$ cat src/rtl/stopwatch_pkg.sv
// Shared stopwatch definitions: per-cycle op encoding and default digit moduli.
package stopwatch_pkg;

    typedef enum logic [2:0] {
        OP_HOLD,
        OP_INC,
        OP_DEC,
        OP_LOAD,
        OP_CLEAR
    } op_e;

    localparam int SEC_UNITS_MOD = 10;
    localparam int SEC_TENS_MOD  = 6;
    localparam int MIN_UNITS_MOD = 10;

endpackage

$ cat src/rtl/modn_updown_counter_if.sv
// Control and status bundle of one modulo-N digit.
interface modn_updown_counter_if #(
    parameter int WIDTH = 4
);
    logic             clear;
    logic             load;
    logic [WIDTH-1:0] load_val;
    logic             inc;
    logic             dec;
    logic [WIDTH-1:0] count;
    logic             carry;
    logic             borrow;
    logic             at_max;
    logic             at_zero;
    logic             overflow;

    modport master (
        output clear, load, load_val, inc, dec,
        input  count, carry, borrow, at_max, at_zero, overflow
    );

    modport slave (
        input  clear, load, load_val, inc, dec,
        output count, carry, borrow, at_max, at_zero, overflow
    );
endinterface

$ cat src/rtl/modn_reg.sv
// WIDTH-bit register with synchronous active-high reset.
module modn_reg #(
    parameter int WIDTH = 4
) (
    input  logic             clock,
    input  logic             reset,
    input  logic [WIDTH-1:0] d,
    output logic [WIDTH-1:0] q
);

    always_ff @(posedge clock) begin
        if (reset) q <= '0;
        else       q <= d;
    end

endmodule

$ cat src/rtl/modn_updown_counter.sv
// Modulo-N up/down digit with load, clear, wrap/saturate and cascade outputs.
module modn_updown_counter
    import stopwatch_pkg::*;
#(
    parameter int MODULUS = SEC_TENS_MOD,
    parameter int WIDTH   = 4,
    parameter int WRAP    = 1
) (
    input  logic clock,
    input  logic reset,
    modn_updown_counter_if.slave bus
);

    localparam logic [WIDTH-1:0] MAXV = WIDTH'(MODULUS - 1);
    localparam logic [WIDTH:0]   MODV = (WIDTH + 1)'(MODULUS);

    logic [WIDTH-1:0] count;
    logic [WIDTH-1:0] nxt;
    logic             overflow;
    logic             ovf_nxt;
    logic             carry;
    logic             borrow;
    logic             at_max;
    logic             at_zero;
    logic             clr;
    logic             ld;
    logic             up;
    logic             dn;
    op_e              op;

    assign at_max  = (count == MAXV);
    assign at_zero = (count == '0);

    // Mutually exclusive terms so the decode below carries the priority.
    assign clr = reset | bus.clear;
    assign ld  = ~clr & bus.load;
    assign up  = ~clr & ~bus.load & bus.inc & ~bus.dec;
    assign dn  = ~clr & ~bus.load & bus.dec & ~bus.inc;

    always_comb begin
        op = OP_HOLD;
        unique case (1'b1)
            clr:     op = OP_CLEAR;
            ld:      op = OP_LOAD;
            up:      op = OP_INC;
            dn:      op = OP_DEC;
            default: op = OP_HOLD;
        endcase
    end

    always_comb begin
        nxt     = count;
        ovf_nxt = overflow;
        carry   = 1'b0;
        borrow  = 1'b0;
        unique case (op)
            OP_CLEAR: begin
                nxt     = '0;
                ovf_nxt = 1'b0;
            end
            OP_LOAD: begin
                if ({1'b0, bus.load_val} < MODV) nxt = bus.load_val;
                else                             nxt = MAXV;
            end
            OP_INC: begin
                if (at_max) begin
                    ovf_nxt = 1'b1;
                    if (WRAP != 0) begin
                        nxt   = '0;
                        carry = 1'b1;
                    end
                end else begin
                    nxt = count + WIDTH'(1);
                end
            end
            OP_DEC: begin
                if (at_zero) begin
                    ovf_nxt = 1'b1;
                    if (WRAP != 0) begin
                        nxt    = MAXV;
                        borrow = 1'b1;
                    end
                end else begin
                    nxt = count - WIDTH'(1);
                end
            end
            default: begin
                nxt     = count;
                ovf_nxt = overflow;
            end
        endcase
    end

    modn_reg #(
        .WIDTH (WIDTH)
    ) u_reg (
        .clock (clock),
        .reset (reset),
        .d     (nxt),
        .q     (count)
    );

    always_ff @(posedge clock) begin
        if (reset) overflow <= 1'b0;
        else       overflow <= ovf_nxt;
    end

    assign bus.count    = count;
    assign bus.carry    = carry;
    assign bus.borrow   = borrow;
    assign bus.at_max   = at_max;
    assign bus.at_zero  = at_zero;
    assign bus.overflow = overflow;

endmodule

$ cat src/flat_wrapper.sv
// flat-port wrapper written by rule: the top's interface ports become plain ports
module modn_updown_counter_flat import stopwatch_pkg::*;
#(
    parameter int MODULUS = SEC_TENS_MOD,
    parameter int WIDTH   = 4,
    parameter int WRAP    = 1
)
  (clock, reset, bus_clear, bus_load, bus_load_val, bus_inc, bus_dec, bus_count, bus_carry, bus_borrow, bus_at_max, bus_at_zero, bus_overflow);
  modn_updown_counter_if #(.WIDTH(WIDTH)) bus_i ();
  input  logic clock;
  input  logic reset;
  input wire logic [$bits(bus_i.clear)-1:0] bus_clear;
  input wire logic [$bits(bus_i.load)-1:0] bus_load;
  input wire logic [$bits(bus_i.load_val)-1:0] bus_load_val;
  input wire logic [$bits(bus_i.inc)-1:0] bus_inc;
  input wire logic [$bits(bus_i.dec)-1:0] bus_dec;
  output wire logic [$bits(bus_i.count)-1:0] bus_count;
  output wire logic [$bits(bus_i.carry)-1:0] bus_carry;
  output wire logic [$bits(bus_i.borrow)-1:0] bus_borrow;
  output wire logic [$bits(bus_i.at_max)-1:0] bus_at_max;
  output wire logic [$bits(bus_i.at_zero)-1:0] bus_at_zero;
  output wire logic [$bits(bus_i.overflow)-1:0] bus_overflow;
  assign bus_i.clear = bus_clear;
  assign bus_i.load = bus_load;
  assign bus_i.load_val = bus_load_val;
  assign bus_i.inc = bus_inc;
  assign bus_i.dec = bus_dec;
  assign bus_count = bus_i.count;
  assign bus_carry = bus_i.carry;
  assign bus_borrow = bus_i.borrow;
  assign bus_at_max = bus_i.at_max;
  assign bus_at_zero = bus_i.at_zero;
  assign bus_overflow = bus_i.overflow;
  modn_updown_counter #(.MODULUS(MODULUS), .WIDTH(WIDTH), .WRAP(WRAP)) u_core (.clock(clock), .reset(reset), .bus(bus_i));
endmodule
$ cat config.mk
export PLATFORM = sky130hd
export DESIGN_NAME = modn_updown_counter_flat
export DESIGN_NICKNAME = d
export VERILOG_FILES = /design/src/rtl/stopwatch_pkg.sv /design/src/rtl/modn_updown_counter_if.sv /design/src/rtl/modn_reg.sv /design/src/rtl/modn_updown_counter.sv /design/src/flat_wrapper.sv
export SDC_FILE = /design/constraint.sdc
export NUM_CORES = 1
export LEC_CHECK = 0
export ABC_AREA = 1
export CORE_AREA = 2 2 39 41
export CTS_CLUSTER_DIAMETER = 80
export CTS_CLUSTER_SIZE = 30
export DETAILED_ROUTE_END_ITERATION = 6
export DIE_AREA = 0 0 41 43
export PLACE_DENSITY_LB_ADDON = 0.1
export RECOVER_POWER = 100
export SETUP_SLACK_MARGIN = 0.2
export SYNTH_ARGS = -nofsm -noshare
export SYNTH_HDL_FRONTEND = slang
export SYNTH_SLANG_ARGS = --single-unit
$ cat constraint.sdc
create_clock -name clock -period 1.55 [get_ports clock]
set_input_delay 0.2325 -clock clock [delete_from_list [all_inputs] [get_ports clock]]
set_output_delay 0.2325 -clock clock [all_outputs]
set_load 0.01 [all_outputs]
After elaboration in Yosys (flattened, before gate mapping)
Index checks and enable logic that the tools add are counted.
{"block": "op_classes", "n_addsub": 2, "magnitude_cmp": 1, "eq_ne": 7, "mux": 12, "bitwise": 11, "n_reduce_logical": 4}
{"operator": "case mux 4 bit (4 select lines)", "count": 1}
{"operator": "two-way mux 4 bit", "count": 3}
{"operator": "case mux 3 bit (4 select lines)", "count": 1}
{"operator": "bitwise AND 1 bit", "count": 6}
{"operator": "equality test 3 x 2 -> 1 bit, second input constant", "count": 2}
{"operator": "two-way mux 1 bit", "count": 6}
{"operator": "adder 4 x 1 -> 4 bit, second input constant", "count": 1}
{"operator": "equality test 4 x 3 -> 1 bit, second input constant", "count": 1}
{"operator": "logical NOT 4 bit", "count": 1}
{"operator": "less-than comparator 4 x 3 -> 1 bit, second input constant", "count": 1}
{"operator": "inequality test 2 bit, second input constant", "count": 2}
{"operator": "inverter 1 bit", "count": 4}
{"operator": "nonzero test 4 bit", "count": 1}
{"operator": "subtractor 4 x 1 -> 4 bit, second input constant", "count": 1}
{"operator": "equality test 3 x 1 -> 1 bit, second input constant", "count": 1}
{"operator": "equality test 3 bit, second input constant", "count": 1}
{"operator": "case mux 1 bit (3 select lines)", "count": 1}
{"operator": "AND reduction 3 bit", "count": 1}
{"operator": "nonzero test 3 bit", "count": 1}
{"operator": "OR 1 bit", "count": 1}
{"block": "totals", "register_bits": 5, "inputBits": 10, "wordCells": 39}

Longest topological paths before layout
Gate-level depths: netlist (run 1).
{"block": "depth", "ltp_word": 9, "depth_mapped": 8, "mapped_depth_nobuf": 7}

Modules after synthesis
From an unflattened synthesis (run 1), not the netlist that was laid out.
{"block": "hier_totals", "hier_cells": 99, "hier_area_um2": 540.5}
{"mod": "modn_updown_counter", "instances": 1, "cells_per_inst": 87, "area_per_inst_um2": 430.4, "seq_area_each_um2": 20.0}
{"mod": "modn_reg", "instances": 1, "cells_per_inst": 12, "area_per_inst_um2": 110.1, "seq_area_each_um2": 80.1}

Least setup slack after synthesis (run 1)
Ideal clock, no wire load.
{"block": "synth_path", "path_type": "reg-to-output", "startpoint": "register u_core.u_reg.q[2]", "endpoint": "output bus_carry", "arrival_time_ns": 1.037, "slack_ns": 0.281, "path_stages_with_launch": 5, "cell_sequence": "dfxtp_1 nand2_2 nor2_4 inv_2 nor3_1"}
{"block": "synth_between", "elab_chain_len": 3}
{"element": "start, declared", "line": "modn_reg.sv:8", "text": "output logic [WIDTH-1:0] q"}
{"element": "start signal, assigned", "line": "modn_reg.sv:12", "text": "if (reset) q <= '0;"}
{"element": "start signal, assigned", "line": "modn_reg.sv:13", "text": "else q <= d;"}
{"element": "equality test 4 x 3 -> 1 bit", "line": "modn_updown_counter.sv:31", "text": "assign at_max = (count == MAXV);"}
{"element": "named net bus_at_max", "line": "flat_wrapper.sv:20", "text": "output wire logic [$bits(bus_i.at_max)-1:0] bus_at_max;"}
{"element": "two-way mux 1 bit", "line": "modn_updown_counter.sv:66", "text": "if (at_max) begin"}
{"element": "two-way mux 1 bit", "line": "modn_updown_counter.sv:56", "text": "unique case (op)"}
{"element": "end, declared", "line": "flat_wrapper.sv:18", "text": "output wire logic [$bits(bus_i.carry)-1:0] bus_carry;"}
The timed path passes the listed nets, and every way through them passes these cells.

Worst setup path in the final report (run 1)
{"block": "layout_path", "startpoint": "register u_core.u_reg.q[2]", "endpoint": "output bus_carry"}
{"block": "layout_between", "elab_chain_len": 3}
{"element": "equality test 4 x 3 -> 1 bit", "line": "modn_updown_counter.sv:31"}
{"element": "two-way mux 1 bit", "line": "modn_updown_counter.sv:66"}
{"element": "two-way mux 1 bit", "line": "modn_updown_counter.sv:56"}
No other way between the ends.

==> results of run 1 <==
[worst min path at each step]
stage                                           from                                to  slack [ps]
floorplan                                      reset  u_core.bus.overflow$_SDFFE_PP0P_         390
global placement    u_core.bus.overflow$_SDFFE_PP0P_  u_core.bus.overflow$_SDFFE_PP0P_         440
detailed placement  u_core.bus.overflow$_SDFFE_PP0P_  u_core.bus.overflow$_SDFFE_PP0P_         450
CTS                 u_core.bus.overflow$_SDFFE_PP0P_  u_core.bus.overflow$_SDFFE_PP0P_         460
global route        u_core.bus.overflow$_SDFFE_PP0P_  u_core.bus.overflow$_SDFFE_PP0P_         480
finish                                      bus_load    u_core.u_reg.q[1]$_SDFFE_PP0P_         420
[critical path, cell delays in order, from the launching register on]
cell,delay [ps]
dfxtp_1,420
nand2_4,80
nor2_4,110
inv_2,50
nor3_2,90
clkbuf_1,160
[synthesized netlist by cell type (all sizes together)]
| cell | n | area share, % |
|---|---|---|
| a21oi | 4 | 6.6 |
| buf | 2 | 3.9 |
| dfxtp | 5 | 21 |
| inv | 10 | 7.9 |
| nand2 | 27 | 25 |
| nand3 | 7 | 7.4 |
| nand4 | 7 | 9.2 |
| nor2 | 10 | 16 |
| nor3 | 2 | 2.1 |
| o21ai | 1 | 1.1 |
[area by class of cell]
type / count / area (sq um) / share of cell area, %
multi-input cells: 58 / 329 / 41.4
flip-flops and latches: 5 / 104 / 13.1
well taps: 16 / 20.0 / 2.52
inverters: 10 / 40.0 / 5.03
repair buffers: 35 / 277 / 34.7
clock buffers: 4 / 26.3 / 3.30
[where the power goes]
part	switching, mW	leakage, nW	internal, mW
Sequential	0.00598	0.0414	0.134
Clock	0.0633	0.0150	0.0980
Combinational	0.0665	0.371	0.0635
Total	0.136	0.427	0.295
[cells by family (layout without fill, tap and decap cells)]
group                  Yosys count  after routing
DFF                              5              5
and+or+nand+nor                 53             53
buffers and inverters           12             49
AOI/OAI and AO/OA                5              5
[flip-flops by register name, summed over array words and instances (netlist names)]
name,cells
u_core.u_reg.q,4
u_core.bus.overflow,1
[routing by layer]
metal  GRT usage (%)  up-vias  wire [um]
li1                -      320          -
met1            19.6      289        551
met2            26.3       22        683
met3            1.57        3         52
met4            12.0        0         27
met5               0        -          0
[stage by stage]
step                cell area (sq um)  setup TNS (ps)  setup WS (ps)
global placement                  769            -579           -291
CTS                               801               0            149
detailed placement                769            -593           -302
finish                            796               0            146
floorplan                         475               0            281
global route                      796               0            101
[timing repair]
action	4_1_cts	5_1_grt
hold buffers	0	0
cloned	0	0
resized for setup	31	9
pin swaps	4	3
endpoints found under the setup margin	9	2
buffers inserted	2	0
==> flow_summary.yaml, run 1 <==
global_route:
  grt_pass1_vias: 532
  grt.total_usage_pct: 16.7
  grt_overflow: 0
  antenna_found_initial: 0
  grt_pass1_wl_um: 1970
  grt_max_degree: 8
logic_synthesis:
  synth-simple-area-share_pct: 59.5
  postSynthAreaPerCell_sq_um: 6.34
  synthAdderAreaFrac_pct: 0
  synth_top_family_by_area: "simple AND/OR/NAND/NOR gates"
  synth_nets: 85
  synth.distinct_cells: 16
  ys_seq_area_share_pct: 21.1
  syn-cell-area_sq_um: 475
  syn_inst: 75
  synth_mux_area_share_pct: 0
  yosys_warnings: 0
  synthXorXnorAreaFrac_pct: 0
  ys_ff_latch: 5
  synth-compound-area-share_pct: 7.63
timing:
  rsz0062_at_grt: "yes"
  tightest_slew_ps: 325
  setup_viol: 0
  fin_skew_ps: 2.42
  hold_viol: 0
  hold_slack_ps: 424
  fin_crit_sh_pct: 90.6
  final-max-slew-violation-count: 0
  fmax_ghz: 0.712
  worst_slew_margin_rel_pct: 78.3
  min_period_ps: 1400
layout:
  drive_above_1_share_pct: 31.3
  antenna_cells: 0
  fillers: 156
  final_util_pct: 57.5
  finalNonFillerCells: 128
  nets: 123
  most-common-layout-cells: "23 x nand2_1, 15 x buf_4"
  syn_to_final_growth_pct: 67.4
  final_common_cell: "nand2_1"
detailed_routing:
  avgViaCountPerCell: 4.95
  ant_nets: 0
  num_vias: 634
  drtPass1Iterations: 6
  finalWirelength_um: 1320
  wl_per_cell_um: 10.3
  drt_iter0_drc: 15
  drc: 0
critical_path:
  critPathCapture: "bus_carry"
  r2r_end: "u_core.u_reg.q[2]$_SDFFE_PP0P_"
  cp_data_arrival_time_ps: 1170
  cp_max_fo: 4
  end_kind: "output pin"
  cp.required_ps: 1320
  rr_startpoint: "u_core.u_reg.q[0]$_SDFFE_PP0P_"
  cp-startpoint: "u_core.u_reg.q[2]$_SDFFE_PP0P_"
  r2r_slack_ps: 430
  worstSetupStartpointType: "flop"
  path_class: "reg -> out"
  reg2regPathDepth: 7
worst_hold_path:
  hold_depth: 4
  min_path_type: "in -> reg"
power_and_ir_drop:
  power_uw: 431
  p_per_area_nw_per_um2: 541
  ir_drop_mv: 0.269
  total_leakage_power_nw: 0.427
floorplan:
  start_util_pct: 34.4
  die_area_sq_um: 1760
  core-area_sq_um: 1380
  die_height_um: 43
  die_w_um: 41
  ios: 19
  rows: 14
clock_network:
  tritoncts: "yes"
  cts_made_buffers: 3
  cts_buffer_depth: 2
  cts_num_sinks: 5
  cts.root.buffer_cell: "clkbuf_4"
  insertion_delay_ps: 250
  clk_pin_slew_worst_paths_ps: 50
  htree_num_levels: 1
placement:
  gp_congestion: 0.811
  placed_cells: 122
  port-buffer-count: 18
  hpwl_um: 1010
job:
  cap_violations: 0
outcome:
  status: "completed"
(Power assumes the default switching activity.)
==> inputs of run 2 (changes only) <==
--- a/config.mk
+++ b/config.mk
@@ -6,11 +6,11 @@
 export NUM_CORES = 1
 export LEC_CHECK = 0
 export ABC_AREA = 1
-export CORE_AREA = 2 2 39 41
+export CORE_UTILIZATION = 35
 export CTS_CLUSTER_DIAMETER = 80
 export CTS_CLUSTER_SIZE = 30
 export DETAILED_ROUTE_END_ITERATION = 6
-export DIE_AREA = 0 0 41 43
+export HOLD_SLACK_MARGIN = 0.1
 export PLACE_DENSITY_LB_ADDON = 0.1
 export RECOVER_POWER = 100
 export SETUP_SLACK_MARGIN = 0.2
==> run 2 against run 1 <==
Flip-flop and latch count unchanged. Setup slack better by 12 ps. Global-route usage up 2.4 points. Clock skew up 1.9 ps. Via count down 7.1%. Sequential share of layout area up 0.099 points. Total power down 2.8%. Clock-buffer cell count unchanged. Sequential power about the same. Critical path depth unchanged. Register-to-register slack better by 40 ps. Cell area down 3.1%. Critical endpoint unchanged. Largest power group unchanged.
==> flow_summary.yaml, run 2 (same netlist as run 1, synthesis figures left out) <==
outcome:
  status: "completed"
detailed_routing:
  num_vias: 589
  drc: 0
  drt_iter0_drc: 5
  avgViaCountPerCell: 4.79
  finalWirelength_um: 1150
  ant_nets: 0
  drtPass1Iterations: 4
  wl_per_cell_um: 9.33
floorplan:
  rows: 12
  die_height_um: 38.9
  die_w_um: 38.9
  ios: 19
  core-area_sq_um: 1190
  die_area_sq_um: 1510
  start_util_pct: 40.1
critical_path:
  cp_max_fo: 4
  cp-startpoint: "u_core.u_reg.q[0]$_SDFFE_PP0P_"
  r2r_slack_ps: 470
  path_class: "reg -> out"
  rr_startpoint: "u_core.u_reg.q[1]$_SDFFE_PP0P_"
  end_kind: "output pin"
  cp.required_ps: 1320
  cp_data_arrival_time_ps: 1160
  worstSetupStartpointType: "flop"
layout:
  most-common-layout-cells: "23 x nand2_1, 14 x buf_4, 7 x nand4_1, 7 x clkdlybuf4s50_1"
  top_register: "u_core.u_reg.q"
  finalNonFillerCells: 123
  largest_reg_flops: 4
  final_common_cell: "nand2_1"
  drive_above_1_share_pct: 33.0
  reg_top3: "u_core.u_reg.q: 4 flops, u_core.bus.overflow: 1 flops"
  nets: 120
  antenna_cells: 0
  syn_to_final_growth_pct: 62.1
  fin_area_sq_um: 771
  final_util_pct: 65.0
placement:
  port-buffer-count: 18
  place_ws_ps: -293
  placed_cells: 118
  gp_congestion: 0.842
  hpwl_um: 941
  post_dp_cell_area_sq_um: 752
global_route:
  grt.total_usage_pct: 19.1
  grt_overflow: 0
  antenna_found_initial: 0
  grt_pass1_vias: 490
  grt_max_degree: 7
  grt_pass1_wl_um: 1930
clock_network:
  cts_num_sinks: 5
  cts_buffer_depth: 2
  cts.root.buffer_cell: "clkbuf_4"
  htree_num_levels: 1
  clk_pin_slew_worst_paths_ps: 40
  insertion_delay_ps: 240
  tritoncts: "yes"
  cts_made_buffers: 3
  postCtsHoldBufs: 0
timing:
  fin_crit_sh_pct: 89.8
  setup_viol: 0
  fin_skew_ps: 4.36
  hold_viol: 0
  worst_slew_margin_rel_pct: 78.6
  min_period_ps: 1390
  fmax_ghz: 0.719
  hold_slack_ps: 449
  tns_ps: 0
  rsz0062_at_grt: "yes"
  tightest_slew_ps: 320
  layout_setup_ws_ps: 158
  final-max-slew-violation-count: 0
worst_hold_path:
  min_path_type: "reg -> reg"
  min_from: "u_core.bus.overflow$_SDFFE_PP0P_"
power_and_ir_drop:
  power_uw: 419
  total_leakage_power_nw: 0.391
  p_per_area_nw_per_um2: 543
  ir_drop_mv: 0.303
job:
  cap_violations: 0
[run 2: cell count changes in the layout (fill, tap and decap cells not counted), sizes merged]
| cell | before | now |
|---|---|---|
| buf | 17 | 15 |
| clkbuf | 8 | 6 |
| clkdlybuf4s15 | 0 | 1 |
| clkdlybuf4s25 | 0 | 1 |
| clkdlybuf4s50 | 4 | 7 |
| dlygate4sd2 | 7 | 6 |
| dlymetal6s2s | 3 | 0 |
[run 2: critical path, cell delays in order, from the launching register on]
cell      delay (ps)
dfxtp_1          410
nand2_2           90
nor2_4           110
inv_2             50
nor3_2            90
clkbuf_1         160
[run 2: area by class of cell]
| class | count | area [sq um] |
|---|---|---|
| Timing Repair Buffer | 32 | 262 |
| Inverter | 10 | 40.0 |
| Sequential cell | 5 | 101 |
| Multi-Input combinational cell | 58 | 324 |
| Fill cell | 119 | 415 |
| Clock buffer | 4 | 26.3 |
| Tap cell | 14 | 17.5 |
[run 2: per-layer routing]
metal	GRT usage [%]	up-vias	wire length, um
met2	27.5	24	503
met3	3.47	5	58
met1	24.1	248	549
li1	-	312	-
met4	15.5	0	36
met5	0	-	0
[run 2: final timing paths]
kind                                                          to  cells past startpoint
worst min register to register  u_core.bus.overflow$_SDFFE_PP0P_                      2
worst max-delay path                                   bus_carry                      5
worst max register to register    u_core.u_reg.q[2]$_SDFFE_PP0P_                      5
worst min-delay path            u_core.bus.overflow$_SDFFE_PP0P_                      2
[run 2: repair_timing]
action / in CTS / in global routing
hold endpoints to repair: 0 / 0
pin swaps: 3 / 1
gates cloned: 0 / 0
setup buffers: 0 / 1
gates resized for setup: 29 / 5
setup endpoints to repair: 8 / 5
[run 2: power by group]
group | switching (mW) | internal, mW | total [mW]
Combinational | 0.0624 | 0.0643 | 0.127
Sequential | 0.00665 | 0.135 | 0.141
Clock | 0.0533 | 0.0973 | 0.151
Total | 0.122 | 0.296 | 0.419
==> inputs of run 3 (changes only) <==
--- a/config.mk
+++ b/config.mk
@@ -10,6 +10,7 @@
 export CTS_CLUSTER_DIAMETER = 80
 export CTS_CLUSTER_SIZE = 30
 export DETAILED_ROUTE_END_ITERATION = 6
+export GPL_ROUTABILITY_DRIVEN = 0
 export HOLD_SLACK_MARGIN = 0.1
 export PLACE_DENSITY_LB_ADDON = 0.1
 export RECOVER_POWER = 100
==> results of run 3 <==
Same layout as run 2: the final DEF is identical, and so are final timing and power.
